`config.mk`:
```
export PLATFORM = sky130hd
export DESIGN_NAME = ifetch
export DESIGN_NICKNAME = d
export VERILOG_FILES = /design/src/rtl/ifetch.sv
export SDC_FILE = /design/constraint.sdc
export NUM_CORES = 1
export LEC_CHECK = 0
export BUFFER_PORTS_ARGS = -buffer_cell sky130_fd_sc_hd__buf_2
export CORE_MARGIN = 2
export CORE_UTILIZATION = 41
export CTS_CLUSTER_SIZE = 20
export DETAILED_ROUTE_END_ITERATION = 16
export GPL_TIMING_DRIVEN = 0
export SLEW_MARGIN = 30
export SYNTH_ARGS = -nofsm -noshare
export SYNTH_HDL_FRONTEND = slang
export SYNTH_SLANG_ARGS = --single-unit
```
`constraint.sdc`:
```
create_clock -name clk -period 10.5 [get_ports clk]
set_input_delay 0 -clock clk [delete_from_list [all_inputs] [get_ports clk]]
set_output_delay 0 -clock clk [all_outputs]
set_load 0.005 [all_outputs]
```
`src/rtl/ifetch.sv`:
```
// ifetch: 32-bit instruction fetch feeding a 16-bit parcel prefetch queue.
// Optional feature: define IFETCH_BYPASS_EN for same-cycle ack-to-decoder bypass.
module ifetch #(
   parameter int unsigned   RV       = 32,
   parameter int unsigned   QDEPTH   = 4,
   parameter logic [RV-1:0] RESET_PC = '0
) (
   input  logic          clk,
   input  logic          reset,
   input  logic          stall,
   input  logic          redirect,
   input  logic [RV-1:0] redirect_pc,
   output logic          mem_req,
   output logic [RV-1:0] mem_addr,
   input  logic          mem_ack,
   input  logic [31:0]   mem_rdata,
   input  logic          mem_err,
   output logic [15:0]   ins,
   output logic          idone,
   output logic [RV-1:0] ins_pc,
   output logic          ifault
);

   localparam int unsigned AW = $clog2(QDEPTH);
   localparam int unsigned CW = AW + 1;

   typedef enum logic {
      S_IDLE,
      S_REQ
   } state_e;

   state_e            state_q, state_d;
   logic [RV-1:0]     fpc_q, fpc_d;
   logic [RV-1:0]     addr_q, addr_d;
   logic              discard_q, discard_d;
   logic              halt_q, halt_d;
   logic [AW-1:0]     rd_q, rd_d;
   logic [AW-1:0]     wr_q, wr_d;
   logic [CW-1:0]     cnt_q, cnt_d;

   logic [15:0]       par_q [QDEPTH];
   logic [RV-1:0]     pcq_q [QDEPTH];
   logic [QDEPTH-1:0] flt_q;

   logic              empty;
   logic              ack_ok;
   logic              byp;
   logic              pop;
   logic              busy;
   logic              issue;
   logic [1:0]        n_push;
   logic [CW-1:0]     cnt_after;
   logic [AW-1:0]     wr1;
   logic [15:0]       e0_par, e1_par, w0_par;
   logic [RV-1:0]     e0_pc, e1_pc, w0_pc;

   // Queue bookkeeping: accepted ack, bypass, pop and push counts.
   always_comb begin
      empty  = (cnt_q == '0);
      ack_ok = (state_q == S_REQ) && mem_ack
               && !discard_q && !redirect;
      e0_par = fpc_q[1] ? mem_rdata[31:16]
                        : mem_rdata[15:0];
      e0_pc  = fpc_q;
      e1_par = mem_rdata[31:16];
      e1_pc  = fpc_q + RV'(2);
`ifdef IFETCH_BYPASS_EN
      byp    = ack_ok && empty && !stall;
`else
      byp    = 1'b0;
`endif
      idone  = (!empty || byp) && !stall && !redirect;
      pop    = idone && !empty;
      n_push = 2'd0;
      if (ack_ok) begin
         n_push = (fpc_q[1] ? 2'd1 : 2'd2)
                  - {1'b0, byp};
      end
      w0_par = byp ? e1_par : e0_par;
      w0_pc  = byp ? e1_pc  : e0_pc;
      wr1    = wr_q + AW'(1);
      ins    = byp ? e0_par : par_q[rd_q];
      ins_pc = byp ? e0_pc  : pcq_q[rd_q];
      ifault = byp ? mem_err : flt_q[rd_q];
      if (redirect) begin
         rd_d  = '0;
         wr_d  = '0;
         cnt_d = '0;
      end else begin
         rd_d  = rd_q + AW'(pop);
         wr_d  = wr_q + AW'(n_push);
         cnt_d = cnt_q + CW'(n_push) - CW'(pop);
      end
   end

   // Request FSM next state, fetch PC, discard and fault-halt flags.
   always_comb begin
      state_d   = state_q;
      fpc_d     = fpc_q;
      addr_d    = addr_q;
      discard_d = discard_q;
      halt_d    = halt_q;
      busy      = (state_q == S_REQ) && !mem_ack;
      if (redirect) begin
         fpc_d  = redirect_pc & ~RV'(1);
         halt_d = 1'b0;
      end else if (ack_ok) begin
         fpc_d  = {fpc_q[RV-1:2] + (RV-2)'(1), 2'b00};
         halt_d = halt_q | mem_err;
      end
      if ((state_q == S_REQ) && mem_ack) begin
         discard_d = 1'b0;
      end
      if (redirect && busy) begin
         discard_d = 1'b1;
      end
      cnt_after = cnt_d;
      issue     = !busy && !halt_d
                  && (cnt_after <= CW'(QDEPTH - 2));
      unique case (state_q)
         S_IDLE: begin
            if (issue) begin
               state_d = S_REQ;
            end
         end
         S_REQ: begin
            if (mem_ack) begin
               state_d = issue ? S_REQ : S_IDLE;
            end
         end
      endcase
      if (issue) begin
         addr_d = {fpc_d[RV-1:2], 2'b00};
      end
   end

   assign mem_req  = (state_q == S_REQ);
   assign mem_addr = addr_q;

   // Control state registers.
   always_ff @(posedge clk or negedge reset) begin
      if (!reset) begin
         state_q   <= S_IDLE;
         fpc_q     <= RESET_PC;
         addr_q    <= {RESET_PC[RV-1:2], 2'b00};
         discard_q <= 1'b0;
         halt_q    <= 1'b0;
         rd_q      <= '0;
         wr_q      <= '0;
         cnt_q     <= '0;
      end else begin
         state_q   <= state_d;
         fpc_q     <= fpc_d;
         addr_q    <= addr_d;
         discard_q <= discard_d;
         halt_q    <= halt_d;
         rd_q      <= rd_d;
         wr_q      <= wr_d;
         cnt_q     <= cnt_d;
      end
   end

   // Parcel storage; up to two entries written per accepted ack.
   always_ff @(posedge clk or negedge reset) begin
      if (!reset) begin
         for (int i = 0; i < int'(QDEPTH); i++) begin
            par_q[i] <= '0;
            pcq_q[i] <= '0;
         end
         flt_q <= '0;
      end else begin
         if (n_push != 2'd0) begin
            par_q[wr_q] <= w0_par;
            pcq_q[wr_q] <= w0_pc;
            flt_q[wr_q] <= mem_err;
         end
         if (n_push == 2'd2) begin
            par_q[wr1] <= e1_par;
            pcq_q[wr1] <= e1_pc;
            flt_q[wr1] <= mem_err;
         end
      end
   end

endmodule

```
==> flow_summary.ini, run 1 <==
[outcome]
outcome = complete, no violations

[sta]
fmax_ghz = 0.243
setup_viol = 0
drv_slew = 0
min_period_ns = 4.11
hold_viol = 0
rsz0062_at_grt = no
fin_setup_tns_ns = 0
relSlewSlack = 0.359
finClkSkew_ns = 0.0123
layout_setup_ws_ns = 6.39
whs_ns = 0.0283
min_period_over_period = 0.392
tightest_slew_ns = 0.962

[clock_tree]
cts_tree = done
cts_buffers = 30
cts-root-buf = clkbuf_16
h-tree-depth = 1
cts.sinks = 267
clk_pin_slew_ns = 0.06
postCtsSetupRepairBufs = 0
clockBufferDepth = 3
hold_buffers = 84
clkLatencyLatePin_ns = 0.57
cts_resized = 0

[route]
highest_layer = met5
dr.pass1.iters = 5
wire_per_inst_microns = 22.8
ant_nets = 0
viasPerCell = 5.95
drcViolationCount = 0
vias = 12900
met2_length_microns = 22400
drt_iter0_drc = 1196
wirelength_microns = 49400
wl_met3_microns = 3800
wl_met1_microns = 21700

[critical_path]
r2r_end = mem_addr[23]$_DFFE_PN0P_
worst_setup_path_end_kind = flop
reg2reg_depth = 16
path_class = flop to flop
required_ns = 10.94
crit_fanout = 10
path_cells = nand4bb_2 > buf_6 > buf_2 > nor2_1 > inv_1 > ha_1 > inv_1 > ha_1 > inv_1 > fa_1 > inv_1 > a221oi_1 > o21a_1 > buf_2 > buf_4 > mux2_2
max_stage_delay_ns = 0.53
r2r_start = discard_q$_DFFE_PN0P_
path_common_cell = inv_1
r2r_slack_ns = 6.39
worstPathArrival_ns = 4.56
cp-start-kind = flop
worst_path_max_delay_cell = a221oi_1

[grt]
grt_pass1_wl_microns = 75700
grt_pass1_vias = 12600
gr-usage-all-layers = 0.269
antenna_found_initial = 1
grt_max_degree = 82
overflow = 0

[floorplanning]
start_util = 0.417
die_h_microns = 191
core_sq_um = 34500
rows = 68
die-area_sq_um = 36600
fp.dieW_microns = 191
pin_count = 153

[cells_and_area]
final_nets = 1770
fillers = 3217
n_antenna_cell = 0
drive_gt1_frac = 0.223
area_growth_pct = 22.6

[hold_path]
min_from = stall
hp-class = input pin to flop
worstHoldEndpoint = rd_q[0]$_DFF_PN0_
worstHoldPathCells = 4

[synth]
yosysSeqAreaShare = 0.464
synth_top_flop_cell = dfrtp_1
ys_seq_elements = 267
ys_async_sr_fraction = 1.00
syn_area_per_cell_sq_um = 10.0
synth-warning-count = 0
synth_cell_type_count = 70
synth_edf_count = 0
netlist_area_sq_um = 14400
postSynthCellCount = 1438

[place]
dp_slack_ns = 5.87
dpl.hpwl_microns = 34200
port_buffers = 134
place_congestion = 0.912

[pwr]
p_leak_uw = 0.00759
vdd_drop_max_uv = 143
p_per_area_nw_per_um2 = 240

[job]
maxCapViolCount = 0
cell families (layout without fill, tap and decap cells):
| group | Yosys count | count (layout) | share of synthesized area |
|---|---|---|---|
| AND/OR/NAND/NOR | 434 | 434 | 0.142 |
| AO/OA/AOI/OAI | 391 | 391 | 0.170 |
| flip-flops | 267 | 267 | 0.464 |
| buffers and inverters | 163 | 438 | 0.0497 |
| multiplexers | 151 | 151 | 0.152 |
| XOR/XNOR | 23 | 23 | 0.0149 |
| adder cells (fa/ha/maj) | 8 | 8 | 0.00747 |
| other | 1 | 2 | 0.000261 |
worst max-delay path by stage:
stage                           from                       end  slack [ns]  depth (start not counted)
2_1_floorplan  discard_q$_DFFE_PN0P_  mem_addr[10]$_DFFE_PN0P_        7.04                         16
3_3_place_gp                   reset  mem_addr[22]$_DFFE_PN0P_        4.28                          1
3_5_place_dp                redirect  mem_addr[20]$_DFFE_PN0P_        5.87                         17
4_1_cts        discard_q$_DFFE_PN0P_  mem_addr[23]$_DFFE_PN0P_        6.36                         16
5_1_grt        discard_q$_DFFE_PN0P_  mem_addr[20]$_DFFE_PN0P_        6.16                         16
6_report       discard_q$_DFFE_PN0P_  mem_addr[23]$_DFFE_PN0P_        6.39                         16
placed cells by master, fill, tap and decap left out, types with 31 or more instances in the layout:
cell type,synthesis,final
o22a_1,46,46
mux4_2,49,49
mux2i_1,48,48
a21oi_1,115,115
mux2_2,52,52
dfrtp_1,267,267
o22ai_1,77,77
dlygate4sd3_1,0,83
nor2_1,109,109
o21ai_0,72,72
nand2_1,197,197
clkbuf_16,0,31
clkbuf_1,72,74
buf_2,50,186
where the power goes:
part	total [uW]	switching, uW	internal [uW]	leakage [uW]
sequential	1670	239	1430	0.00333
combinational	1430	708	725	0.00374
clock	1120	443	682	0.000527
total	4230	1390	2840	0.00759
routing by layer:
metal  vias up  track usage
li1       5785            -
met1      6409        0.390
met2       617        0.419
met3       100       0.0378
met4         2       0.0808
met5         -            0
critical path, delay by kind of cell (launching register included):
family | cells | cell delay, ns
buffers and inverters | 8 | 1.09
adder cells (fa/ha/maj) | 3 | 0.92
AO/OA/AOI/OAI | 2 | 0.70
AND/OR/NAND/NOR | 2 | 0.53
flip-flops | 1 | 0.41
multiplexers | 1 | 0.36
synthesized netlist by cell type (4+ instances only):
master	number	area, sq um
and3_1	9	56.3
nand4_1	18	113
and4_1	8	70.1
mux2_2	52	586
nand2_1	197	739
ha_1	7	87.6
buf_1	14	52.6
xnor2_1	17	149
or4_1	4	30.0
inv_1	16	60.1
or3_1	13	81.3
a22oi_1	5	37.5
o22ai_1	77	482
nor2b_1	4	25.0
o21ai_1	4	20.0
o21ai_0	72	360
xor2_1	5	43.8
o22a_1	46	403
a211oi_1	9	67.6
mux4_2	49	1100
nor2_1	109	409
o221a_2	6	67.6
o32ai_1	4	35.0
dfrtp_1	267	6680
nand3_1	19	95.1
mux2i_1	48	480
nor4_1	5	31.3
clkbuf_1	72	270
nor3_1	16	80.1
a311oi_1	9	78.8
buf_4	9	67.6
buf_2	50	250
a31oi_1	28	175
a21oi_1	115	576
and2_1	4	25.0
stage by stage:
| stage | total power [uW] | area, sq um | util | instances |
|---|---|---|---|---|
| after global placement | 3030 | 15600 | 0.453 | 2028 |
| after global routing | 4470 | 17700 | 0.511 | 2169 |
| after CTS | 4240 | 17600 | 0.511 | 2169 |
| after floorplan | 2550 | 14400 | - | 1439 |
| after detailed placement | 3080 | 15700 | 0.456 | 2031 |
| final | 4230 | 17700 | 0.511 | 2169 |
area by class of cell:
cell class,count,area [sq um],area share
multi-input cells,1009,7010,0.397
flip-flops and latches,267,6680,0.379
repair buffers,221,1610,0.0914
clock buffers,40,880,0.0498
plain buffers,146,656,0.0371
well taps,455,569,0.0323
clock inverters,14,180,0.0102
inverters,17,63.8,0.00362
state kept, by name (all words and copies together) (netlist names):
signal	flops
flt_q	4
e0_pc	31
par_q	64
mem_req	1
pcq_q	128
rd_q	2
wr_q	2
halt_q	1
cnt_q	3
mem_addr	30
discard_q	1
(Power assumes the default switching activity.)
==> run 2: changes to the inputs <==
--- a/config.mk
+++ b/config.mk
@@ -5,6 +5,7 @@
 export SDC_FILE = /design/constraint.sdc
 export NUM_CORES = 1
 export LEC_CHECK = 0
+export ABC_AREA = 1
 export BUFFER_PORTS_ARGS = -buffer_cell sky130_fd_sc_hd__buf_2
 export CORE_MARGIN = 2
 export CORE_UTILIZATION = 41
==> constraint.sdc (replaced) <==
create_clock -name clk -period 3.55 [get_ports clk]
set_input_delay 0 -clock clk [delete_from_list [all_inputs] [get_ports clk]]
set_output_delay 0 -clock clk [all_outputs]
set_load 0.005 [all_outputs]
==> run 2 against run 1 <==
  * Wire length grew 13%
  * Critical path depth is 10 lower
  * Critical endpoint is now ins_pc[13]
  * Critical path type is now flop to output port
  * Clock skew up 0.0051 ns
  * Combinational power increased to 3.0 times the previous value
  * Sequential power rose to 3.0 times the previous value
==> flow_summary.ini, run 2 <==
[outcome]
outcome = complete, no violations

[synth]
synth_edf_count = 0
yosysSeqAreaShare = 0.463
synth-warning-count = 0
yosysMostFrequentCell = nand2_1
synth_cell_type_count = 37
synth_commonest_cells = nand2_1 (458), o21ai_0 (314), dfrtp_1 (267)
synth_top_area_frac = 0.463
netlist_area_sq_um = 14400
ys_seq_elements = 267
syn_area_per_cell_sq_um = 7.72
synth_top_area_cell = dfrtp_1
synth_top_flop_cell = dfrtp_1
synthTopCellsByArea = dfrtp_1 (46%), nand2_1 (12%), o21ai_0 (11%)
postSynthCellCount = 1869
ys_async_sr_fraction = 1.00

[route]
viasPerCell = 5.63
vias = 14700
drt_iter0_drc = 1262
wirelength_microns = 55900
wire_per_inst_microns = 21.4
ant_nets = 0
dr.pass1.iters = 5
drcViolationCount = 0

[place]
place_congestion = 0.913
port_buffers = 149
dp_slack_ns = -0.135
dpl.hpwl_microns = 39600

[sta]
setup_viol = 0
hold_viol = 0
drv_slew = 0
fmax_ghz = 0.303
tightest_slew_ns = 1.02
layout_setup_ws_ns = 0.245
whs_ns = 0.0358
min_period_ns = 3.31
finClkSkew_ns = 0.0174
relSlewSlack = 0.322
min_period_over_period = 0.931
rsz0062_at_grt = no
fin_setup_tns_ns = 0

[critical_path]
cp-start-kind = flop
required_ns = 3.55
max_stage_delay_ns = 0.61
cp.depth = 6
reg2reg_depth = 16
path_buf_inv = 4
worst_path_max_delay_cell = clkbuf_1
path_common_cell = clkbuf_1
path_cells = clkbuf_1 > clkbuf_1 > clkbuf_1 > nor2_1 > o22ai_1 > buf_2
crit_fanout = 10
path_class = flop to output port
cp_top_family = buffers and inverters
worstPathArrival_ns = 3.31
worst_setup_path_end_kind = output port

[clock_tree]
cts_tree = done
cts_buffers = 30
clk_pin_slew_ns = 0.06
clkLatencyLatePin_ns = 0.57
cts-root-buf = clkbuf_16
clockBufferDepth = 3
h-tree-depth = 1
cts.sinks = 267

[cells_and_area]
layout_commonest_cell = nand2_1
drive_gt1_frac = 0.151
final_nets = 2208
largest_register = pcq_q
final_cell_mix = nand2_1 (458), o21ai_0 (314), dfrtp_1 (267)
area_growth_pct = 22.6
n_antenna_cell = 0
largest_register_ffs = 128

[floorplanning]
rows = 68
core_sq_um = 34600
die-area_sq_um = 36700
fp.dieW_microns = 192
start_util = 0.417
die_h_microns = 192
pin_count = 153

[pwr]
p_leak_uw = 0.00818
power_uw = 12600
p_per_area_nw_per_um2 = 714
vdd_drop_max_uv = 543

[grt]
antenna_found_initial = 1
grt_pass1_wl_microns = 85100
grt_pass1_vias = 14300
gr-usage-all-layers = 0.307
grt_max_degree = 84
overflow = 0

[job]
maxCapViolCount = 0

[hold_path]
worstHoldPathCells = 5
hp-class = input pin to flop
[run 2: cell count changes after synthesis, sizes merged, moves of 60 or more]
| cell | previous run | this run |
|---|---|---|
| nand2 | 200 | 472 |
| inv | 16 | 125 |
| a21oi | 116 | 56 |
| o211ai | 4 | 112 |
| nor2 | 110 | 176 |
| o21ai | 76 | 341 |
[run 2: timing repair]
| item | CTS | global route |
|---|---|---|
| hold buffers | 76 | 0 |
| setup buffers | 0 | 1 |
| endpoints found under the hold margin | 271 | 0 |
| endpoints found under the setup margin | 31 | 31 |
| resized for setup | 0 | 1 |
[run 2: worst min-delay path: stages]
cell and delay, ns:
buf_2 0.08, o21ai_0 0.18, nand2_1 0.13, o211ai_1 0.07, o21ai_1 0.09
[run 2: cell families (layout without fill, tap and decap cells)]
| logic type | count (synthesis) | in the layout | share of synthesized area |
|---|---|---|---|
| other | 1 | 2 | 0.000260 |
| buffers and inverters | 254 | 537 | 0.0767 |
| AND/OR/NAND/NOR | 741 | 741 | 0.211 |
| XOR/XNOR | 31 | 31 | 0.0193 |
| adder cells (fa/ha/maj) | 8 | 8 | 0.00746 |
| AO/OA/AOI/OAI | 567 | 567 | 0.222 |
| flip-flops | 267 | 267 | 0.463 |
[run 2: final cells by class]
class	instances	area, sq um
plain buffers	128	634
multi-input cells	1349	6640
inverters	125	473
clock inverters	16	210
clock buffers	39	866
flip-flops and latches	267	6680
fillers	3435	16900
repair buffers	229	1610
well taps	455	569
[run 2: path summary, 6_finish.rpt]
check / startpoint / endpoint / slack (ns)
max: rd_q[0]$_DFF_PN0_ / ins_pc[13] / 0.24
min: mem_rdata[0] / par_q[32]$_DFF_PN0_ / 0.04
max reg2reg: e0_pc[1]$_DFFE_PN0P_ / mem_addr[4]$_DFFE_PN0P_ / 0.37
min reg2reg: mem_addr[2]$_DFFE_PN0P_ / mem_addr[2]$_DFFE_PN0P_ / 0.47
max in group asynchronous: reset / par_q[7]$_DFF_PN0_ / 1.87
min in group asynchronous: reset / par_q[54]$_DFF_PN0_ / 0.49
[run 2: metal layers]
layer / share of wire / vias up / global-route usage
met3: 0.082 / 149 / 0.0455
met1: 0.42 / 6962 / 0.408
met2: 0.46 / 794 / 0.506
li1: - / 6770 / -
met4: 0.040 / 2 / 0.116
met5: 0.00032 / - / 0
[run 2: power by group]
group	internal (uW)	total (uW)	switching (uW)	leakage (uW)
sequential	4270	4970	696	0.00330
combinational	1730	4230	2490	0.00434
clock	2070	3430	1360	0.000534
total	8080	12600	4550	0.00818
[run 2: through the flow]
step,instance area (sq um),std cells,util
6_report,17700,2608,0.511
5_1_grt,17700,2608,0.511
4_1_cts,17700,2607,0.510
3_5_place_dp,15800,2477,0.457
3_3_place_gp,15700,2474,0.455
2_1_floorplan,14400,1870,-
